==> src/rtl/spi_rx_axis.sv <==
// Oversampling SPI mode-0 frame receiver emitting each frame as one AXI4-Stream word.
// Optional feature macro SPI_RX_TUSER_EN adds m_axis_tuser = {cs index, bit count capped at 32}.
module spi_rx_axis #(
    parameter int WIDTH    = 32,
    parameter int CS_WIDTH = 4
) (
    input  logic                aclk,
    input  logic                aresetn,
    input  logic                sclk,
    input  logic [CS_WIDTH-1:0] cs,
    input  logic                sdi,
    output logic [WIDTH-1:0]    m_axis_tdata,
    output logic                m_axis_tvalid,
    input  logic                m_axis_tready,
`ifdef SPI_RX_TUSER_EN
    output logic [7:0]          m_axis_tuser,
`endif
    output logic                overrun,
    output logic [15:0]         drop_count
);
    typedef enum logic [1:0] {S_IDLE, S_SHIFT, S_EMIT, S_ABORT} state_t;

    state_t              r_state;
    state_t              w_next;
    logic                r_sclk_s1, r_sclk_s2, r_sclk_h;
    logic [CS_WIDTH-1:0] r_cs_s1, r_cs_s2;
    logic                r_sdi_s1, r_sdi_s2;
    logic [1:0]          r_primed;
    logic                r_armed;
    logic [CS_WIDTH-1:0] r_cs_mask;
    logic [WIDTH-1:0]    r_shreg;
    logic [5:0]          r_cnt;
    logic                w_sclk_rise, w_all_high, w_one_low;
    logic                w_latch, w_shift, w_emit, w_abort, w_load, w_drop;

    function automatic logic one_low(input logic [CS_WIDTH-1:0] v);
        int n;
        n = 0;
        for (int i = 0; i < CS_WIDTH; i++)
            if (!v[i]) n++;
        return (n == 1);
    endfunction

    always_ff @(posedge aclk or negedge aresetn) begin
        if (!aresetn) begin
            r_sclk_s1 <= 1'b0;
            r_sclk_s2 <= 1'b0;
            r_sclk_h  <= 1'b0;
            r_cs_s1   <= '1;
            r_cs_s2   <= '1;
            r_sdi_s1  <= 1'b0;
            r_sdi_s2  <= 1'b0;
            r_primed  <= 2'b00;
        end else begin
            r_sclk_s1 <= sclk;
            r_sclk_s2 <= r_sclk_s1;
            r_sclk_h  <= r_sclk_s2;
            r_cs_s1   <= cs;
            r_cs_s2   <= r_cs_s1;
            r_sdi_s1  <= sdi;
            r_sdi_s2  <= r_sdi_s1;
            r_primed  <= {r_primed[0], 1'b1};
        end
    end

    assign w_sclk_rise = r_sclk_s2 & ~r_sclk_h;
    assign w_all_high  = &r_cs_s2;
    assign w_one_low   = one_low(r_cs_s2);

    // Arming waits until the synchronizers hold real pin values, so a frame
    // already running across reset or an abort is never picked up midway.
    always_ff @(posedge aclk or negedge aresetn) begin
        if (!aresetn)
            r_armed <= 1'b0;
        else if (r_state == S_ABORT)
            r_armed <= 1'b0;
        else if (r_primed[1] && w_all_high)
            r_armed <= 1'b1;
    end

    always_ff @(posedge aclk or negedge aresetn) begin
        if (!aresetn) r_state <= S_IDLE;
        else          r_state <= w_next;
    end

    always_comb begin
        w_next  = r_state;
        w_latch = 1'b0;
        w_shift = 1'b0;
        w_emit  = 1'b0;
        w_abort = 1'b0;
        case (r_state)
            S_IDLE: begin
                if (r_armed && w_one_low) begin
                    w_latch = 1'b1;
                    w_next  = S_SHIFT;
                end
            end
            S_SHIFT: begin
                if (w_all_high)
                    w_next = S_EMIT;
                else if (r_cs_s2 != r_cs_mask)
                    w_next = S_ABORT;
                else if (w_sclk_rise)
                    w_shift = 1'b1;
            end
            S_EMIT: begin
                w_emit = 1'b1;
                w_next = S_IDLE;
            end
            S_ABORT: begin
                w_abort = 1'b1;
                w_next  = S_IDLE;
            end
            default: w_next = S_IDLE;
        endcase
    end

    always_ff @(posedge aclk) begin
        if (w_latch) begin
            r_cs_mask <= r_cs_s2;
            r_shreg   <= '0;
            r_cnt     <= 6'd0;
        end else if (w_shift) begin
            r_shreg <= {r_shreg[WIDTH-2:0], r_sdi_s2};
            if (r_cnt != 6'd63) r_cnt <= r_cnt + 6'd1;
        end
    end

    // An accept in the same cycle frees the slot, so the new word loads instead of dropping.
    assign w_load = w_emit && (r_cnt != 6'd0) && (!m_axis_tvalid || m_axis_tready);
    assign w_drop = w_emit && (r_cnt != 6'd0) && m_axis_tvalid && !m_axis_tready;

    always_ff @(posedge aclk or negedge aresetn) begin
        if (!aresetn) begin
            m_axis_tdata  <= '0;
            m_axis_tvalid <= 1'b0;
            overrun       <= 1'b0;
            drop_count    <= 16'd0;
        end else begin
            if (w_load) begin
                m_axis_tdata  <= r_shreg;
                m_axis_tvalid <= 1'b1;
            end else if (m_axis_tvalid && m_axis_tready) begin
                m_axis_tvalid <= 1'b0;
            end
            overrun <= w_drop | w_abort;
            if ((w_drop || w_abort) && drop_count != 16'hFFFF)
                drop_count <= drop_count + 16'd1;
        end
    end

`ifdef SPI_RX_TUSER_EN
    function automatic logic [1:0] low_index(input logic [CS_WIDTH-1:0] v);
        logic [1:0] idx;
        idx = 2'd0;
        for (int i = 0; i < CS_WIDTH; i++)
            if (!v[i]) idx = i[1:0];
        return idx;
    endfunction

    always_ff @(posedge aclk or negedge aresetn) begin
        if (!aresetn)
            m_axis_tuser <= 8'd0;
        else if (w_load)
            m_axis_tuser <= {low_index(r_cs_mask), (r_cnt > 6'd32) ? 6'd32 : r_cnt};
    end
`endif

endmodule

==> config.mk <==
export PLATFORM = sky130hd
export DESIGN_NAME = spi_rx_axis
export DESIGN_NICKNAME = d
export VERILOG_FILES = /design/src/rtl/spi_rx_axis.sv
export SDC_FILE = /design/constraint.sdc
export NUM_CORES = 1
export LEC_CHECK = 0
export BUFFER_PORTS_ARGS = -buffer_cell sky130_fd_sc_hd__clkbuf_2
export CAP_MARGIN = 10
export CORE_AREA = 2 2 90 92
export CTS_CLUSTER_DIAMETER = 60
export DETAILED_ROUTE_END_ITERATION = 12
export DIE_AREA = 0 0 92 94
export PLACE_DENSITY = 0.78
export SKIP_CTS_REPAIR_TIMING = 1
export SLEW_MARGIN = 20
export SYNTH_ARGS = -nofsm -noshare
export SYNTH_HDL_FRONTEND = slang
export SYNTH_SLANG_ARGS = --single-unit
==> constraint.sdc <==
create_clock -name aclk -period 5.1 [get_ports aclk]
set_input_delay 0 -clock aclk [delete_from_list [all_inputs] [get_ports aclk]]
set_output_delay 0 -clock aclk [all_outputs]
set_load 0.01 [all_outputs]
Word level (Yosys, flattened, before mapping)
Cells that the tools add are included.
{"block": "word_totals", "register_bits": 110, "inputBits": 9, "output_inout_bits": 50, "wordCells": 74}
{"block": "classes", "n_addsub": 5, "n_eq_ne": 9, "muxes": 20, "n_bitwise": 3, "reduce_logical": 20}
{"operator": "adder 32 x 2 -> 32 bit (second input constant)", "n": 3}
{"operator": "two-way mux 32 bit", "n": 3}
{"operator": "equality test 32 x 2 -> 1 bit (second input constant)", "n": 1}
{"operator": "adder 16 x 1 -> 16 bit (second input constant)", "n": 1}
{"operator": "inequality test 16 bit (second input constant)", "n": 1}
{"operator": "two-way mux 1 bit", "n": 13}
{"operator": "logical AND 1 bit", "n": 8}
{"operator": "adder 6 x 1 -> 6 bit (second input constant)", "n": 1}
{"operator": "two-way mux 2 bit", "n": 3}
{"operator": "inequality test 6 bit (second input constant)", "n": 1}
{"operator": "case mux 2 bit (3 select lines)", "n": 1}
{"operator": "nonzero test 6 bit", "n": 1}
{"operator": "equality test 2 bit (second input constant)", "n": 2}
{"operator": "inequality test 4 bit", "n": 1}
{"operator": "AND reduction 2 bit", "n": 2}
{"operator": "AND reduction 4 bit", "n": 1}
{"operator": "nonzero test 2 bit", "n": 2}
{"operator": "inequality test 3 bit (second input constant)", "n": 1}
{"operator": "equality test 2 x 1 -> 1 bit (second input constant)", "n": 1}
{"operator": "zero test 1 bit", "n": 2}
{"operator": "zero test 2 bit", "n": 1}
{"operator": "logical OR 1 bit", "n": 2}
{"operator": "inequality test 2 bit (second input constant)", "n": 1}
{"operator": "OR reduction 2 bit", "n": 1}
{"operator": "3 further kinds", "n": 3}

Depth between registers and ports, before layout
{"block": "depth", "depth_word": 11, "mapped_depth": 11, "depth_no_buf": 10}

Worst setup path after synthesis
OpenSTA, ideal clock, no wires.
{"block": "synth_path", "path_type": "register -> register", "start": "register r_cs_s2[0]", "end": "register r_cs_mask[0], enable pin", "setup_ns": 0.331, "arrival_ns": 2.179, "required_ns": 4.769, "slack_ns": 2.590, "path_stages_with_launch": 8, "path_buffers": 1, "synth_period_minus_slack_ns": 2.510, "cell_sequence": "dfstp_2 > inv_1 > ha_1 > xnor2_1 > ha_1 > or3_1 > a21oi_1 > buf_2"}
{"block": "synth_via", "elab_chain_len": 11}
{"item": "from (decl)", "line": "26", "text": "logic [CS_WIDTH-1:0] r_cs_s1, r_cs_s2;"}
{"item": "from (signal assigned)", "line": "59", "text": "r_cs_s2 <= r_cs_s1;"}
{"item": "two-way mux 1 bit *", "line": "40", "text": "if (!v[i]) n++;"}
{"item": "adder 32 x 2 -> 32 bit", "line": "40"}
{"item": "two-way mux 32 bit *", "line": "40"}
{"item": "adder 32 x 2 -> 32 bit", "line": "40"}
{"item": "two-way mux 32 bit *", "line": "40"}
{"item": "adder 32 x 2 -> 32 bit", "line": "40"}
{"item": "two-way mux 32 bit *", "line": "40"}
{"item": "equality test 32 x 2 -> 1 bit *", "line": "41", "text": "return (n == 1);"}
{"item": "logical AND 1 bit *", "line": "94", "text": "if (r_armed && w_one_low) begin"}
{"item": "two-way mux 1 bit *", "line": "94"}
{"item": "two-way mux 1 bit *", "line": "92", "text": "case (r_state)"}
{"item": "via w_latch", "line": "34", "text": "logic w_latch, w_shift, w_emit, w_abort, w_load, w_drop;"}
{"item": "to (signal assigned)", "line": "121", "text": "r_cs_mask <= r_cs_s2;"}
{"item": "to (decl)", "line": "30", "text": "logic [CS_WIDTH-1:0] r_cs_mask;"}
The timed path passes the listed nets; every way through them passes the cells marked *.
A chain may end at the register's enable or synchronous reset.

Worst setup path in the final report
{"block": "layout_path", "start": "register r_cs_s2[0]", "end": "register r_cs_mask[2], enable pin"}
{"block": "layout_via", "elab_chain_len": 11}
{"item": "two-way mux 1 bit *", "line": "40"}
{"item": "adder 32 x 2 -> 32 bit", "line": "40"}
{"item": "two-way mux 32 bit *", "line": "40"}
{"item": "adder 32 x 2 -> 32 bit", "line": "40"}
{"item": "two-way mux 32 bit *", "line": "40"}
{"item": "adder 32 x 2 -> 32 bit", "line": "40"}
{"item": "two-way mux 32 bit *", "line": "40"}
{"item": "equality test 32 x 2 -> 1 bit *", "line": "41"}
{"item": "logical AND 1 bit *", "line": "94"}
{"item": "two-way mux 1 bit *", "line": "94"}
{"item": "two-way mux 1 bit *", "line": "92"}
Mark *: on every way between the ends. The rest lies on a longest branch, timed or not.

==> results.txt <==
Port bufs - 58
Slowest stage cell, crit path - dfstp_2
First-pass GRT wire length - 12.0 mm
Crit-path max cell delay - 580 ps
Switching Fraction - 0.252
Area delta synth->final - 13.1%
GRT overflow - 0
Post-synthesis cell area - 4530 µm²
DRC Markers - 0
Share of layout cells above drive strength 1 - 0.391
Pin count of the biggest net entering global routing - 69
Asr flop ratio synth - 0.618
Final Slew Violations - 0
Placed cells - 486
Initial core utilization - 0.596
Static leakage - 2.36 nW
Via/cell ratio - 5.19
CTS tree - yes
Sw power - 438 µW
Clock slew at reported path FFs - 100 ps
Initial antenna violation count - 0
Fmax - 325 MHz
All-Layer GR Usage - 0.176
CTS H-tree lvls - 3
Max-Cap Viols - 0
TritonCTS buffer count - 9
Core area - 7610 µm²
CTS max path bufs - 2
Clk pwr share - 0.337
Worst EP arrival - 3110 ps
Final wirelength - 7.08 mm
WHS Endpoint - m_axis_tvalid$_DFFE_PN0P_
Type of the tightest min-delay check - in -> reg
Clk_lat worst skew - 370 ps
FF-to-FF setup slack - 2020 ps
Critical-path cell list - inv_1 > ha_1 > xnor2_1 > ha_1 > or3_1 > a21oi_4 > buf_4
Worst relative slew slack - 0.340
FF-to-FF path depth - 7
Critical path class - reg -> reg
Area leader, netlist - dfrtp_1
Worst-path maximum fanout - 32
DR pass1 iterations - 5
Post-synth EDFFs - 4
Layout Nets - 417
Syn Nets - 352
Fin crit period - 3080 ps
Register share of total power - 0.550
Die width - 92 µm
Wire per inst - 13.9 µm
Yosys reg bits - 110
CTS root buffer - clkbuf_8
Detailed-route via count - 2643
Cell row count - 32
Reg-to-Reg End - r_cs_mask[2]$_DFFE_PP_
Seq/Total Area, Yosys - 0.572
Cell Pwr Density - 338 nW/µm²
Non-filler cells, final - 509
Crit. End Element - flip-flop
Die Area - 8650 µm²
Fin crit share - 0.603
Ys flop type - dfrtp_1
Routability Congestion - 0.797
RSZ-0062 raised after global routing - no
Clock skew - 8.87 ps
Worst vdd ir - 0.176 mV
Fin Setup TNS - 0 ps
Number of distinct library cells after synthesis - 48
Reg2reg start - r_cs_s2[0]$_DFF_PN1_
Synth cell count leaders - dfrtp_1 (60), dfxtp_1 (38), mux2i_1 (32)
HPWL Detailed - 4.84 mm
Ys Warns - 0
Internal power - 1.30 mW
Initial DRC count - 74
Die height - 94 µm
Share of the synthesized area in the top cell type - 0.331
Comb pwr share - 0.112
Final setup fails - 0
Outcome - completed
Top-Level Pins - 59
Synthesized area per cell - 13.5 µm²
Hold path depth - 3
Hold_sp - m_axis_tready
Vias in the first global route - 2559
Tightest Pin Transition - 987 ps
# diodes - 0
Post-layout util - 0.674
Most common cell type on the critical path - ha_1
Count leader, synth - dfrtp_1
Synthesized instance count - 337
Final hold viol count - 0
CP Data Required Time - 5130 ps
Clk sinks - 110
Synth area leaders - dfrtp_1 (33%), dfxtp_1 (17%), mux2i_1 (7.1%)
Final antenna-violating net count - 0
CP startpoint kind - flip-flop
-- sequential cells by signal (all words and copies together) (netlist names) --
signal         cells
m_axis_tdata      32
r_shreg           32
drop_count        16
r_cnt              6
r_cs_mask          4
r_cs_s1            4
r_cs_s2            4
r_primed           2
r_state            2
m_axis_tvalid      1
overrun            1
r_armed            1
r_sclk_h           1
r_sclk_s1          1
r_sclk_s2          1
r_sdi_s1           1
r_sdi_s2           1
-- per-layer routing --
layer  track usage  vias to the layer above  share of wire  wire [µm]
met5             0                        -              0          0
met4        0.0746                        0          0.022        158
met3        0.0401                       14          0.035        251
met2         0.278                       47           0.48       3370
met1         0.236                     1284           0.47       3310
li1              -                     1298              -          -
-- cells in the final DEF (no fill, tap or decap), drive strengths merged, types with 2 or more instances in the layout --
master	count
clkbuf	68
dfrtp	60
nor2	42
dfxtp	38
mux2	33
mux2i	32
xor2	19
nand3	11
nand2	10
dfstp	8
nand4	7
dlygate4sd3	7
a21oi	7
ha	6
nor4	6
inv	5
xnor2	5
and3	5
nor3	5
edfxtp	4
buf	3
or3	2
nand3b	2
nand2b	2
and4	2
bufinv	2
clkinv	2
-- worst max-delay path by stage --
stage               slack [ps]                     end                 start
detailed placement        2020  r_cs_mask[2]$_DFFE_PP_  r_cs_s2[0]$_DFF_PN1_
finish                    2020  r_cs_mask[2]$_DFFE_PP_  r_cs_s2[0]$_DFF_PN1_
floorplan                 2590  r_cs_mask[0]$_DFFE_PP_  r_cs_s2[0]$_DFF_PN1_
CTS                       2010  r_cs_mask[2]$_DFFE_PP_  r_cs_s2[0]$_DFF_PN1_
global placement          2080  r_cs_mask[2]$_DFFE_PP_  r_cs_s2[0]$_DFF_PN1_
global route              1840  r_cs_mask[2]$_DFFE_PP_  r_cs_s2[0]$_DFF_PN1_
-- cell type report --
type,instances,area [µm²]
flip-flops and latches,110,2590
well taps,102,128
fillers,578,2480
inverters,5,18.8
repair buffers,67,375
clock inverters,5,81.3
multi-input cells,209,1780
clock buffers,11,151
-- metrics by stage --
step | instance area (µm²) | setup slack, ps | hold WS, ps | power (mW)
after CTS | 5060 | 2010 | -308 | 1.75
final | 5130 | 2020 | 41.9 | 1.74
after global routing | 5130 | 1840 | 64.1 | 1.81
after global placement | 4820 | 2080 | 87.4 | 1.16
after floorplan | 4530 | 2590 | -296 | 1.11
after detailed placement | 4820 | 2020 | 90.4 | 1.17
-- cell families after synthesis --
group,synth area share
compound gates,0.0221
mux,0.163
flops,0.572
other cells,0.000827
fa+ha+maj,0.0166
simple gates,0.140
xor+xnor,0.0464
buf+inv,0.0395
-- critical path: cells and delay by family, from the launching register on --
family                     cells  cell delay (ps)
AOI/OAI and AO/OA              1              420
xor gates and xnor gates       1              230
adders and majority gates      2              590
buffers and inverters          2              520
DFF                            1              580
and+or+nand+nor                1              390
-- power by group through the flow --
stage          Sequential, mW  Clock (mW)  Combinational (mW)
6_report                0.955       0.585               0.195
5_1_grt                 0.961       0.635               0.216
4_1_cts                 0.954       0.597               0.195
3_5_place_dp            0.972           0               0.195
3_3_place_gp            0.970           0               0.189
2_1_floorplan           0.966           0               0.145
(Power assumes the default switching activity.)
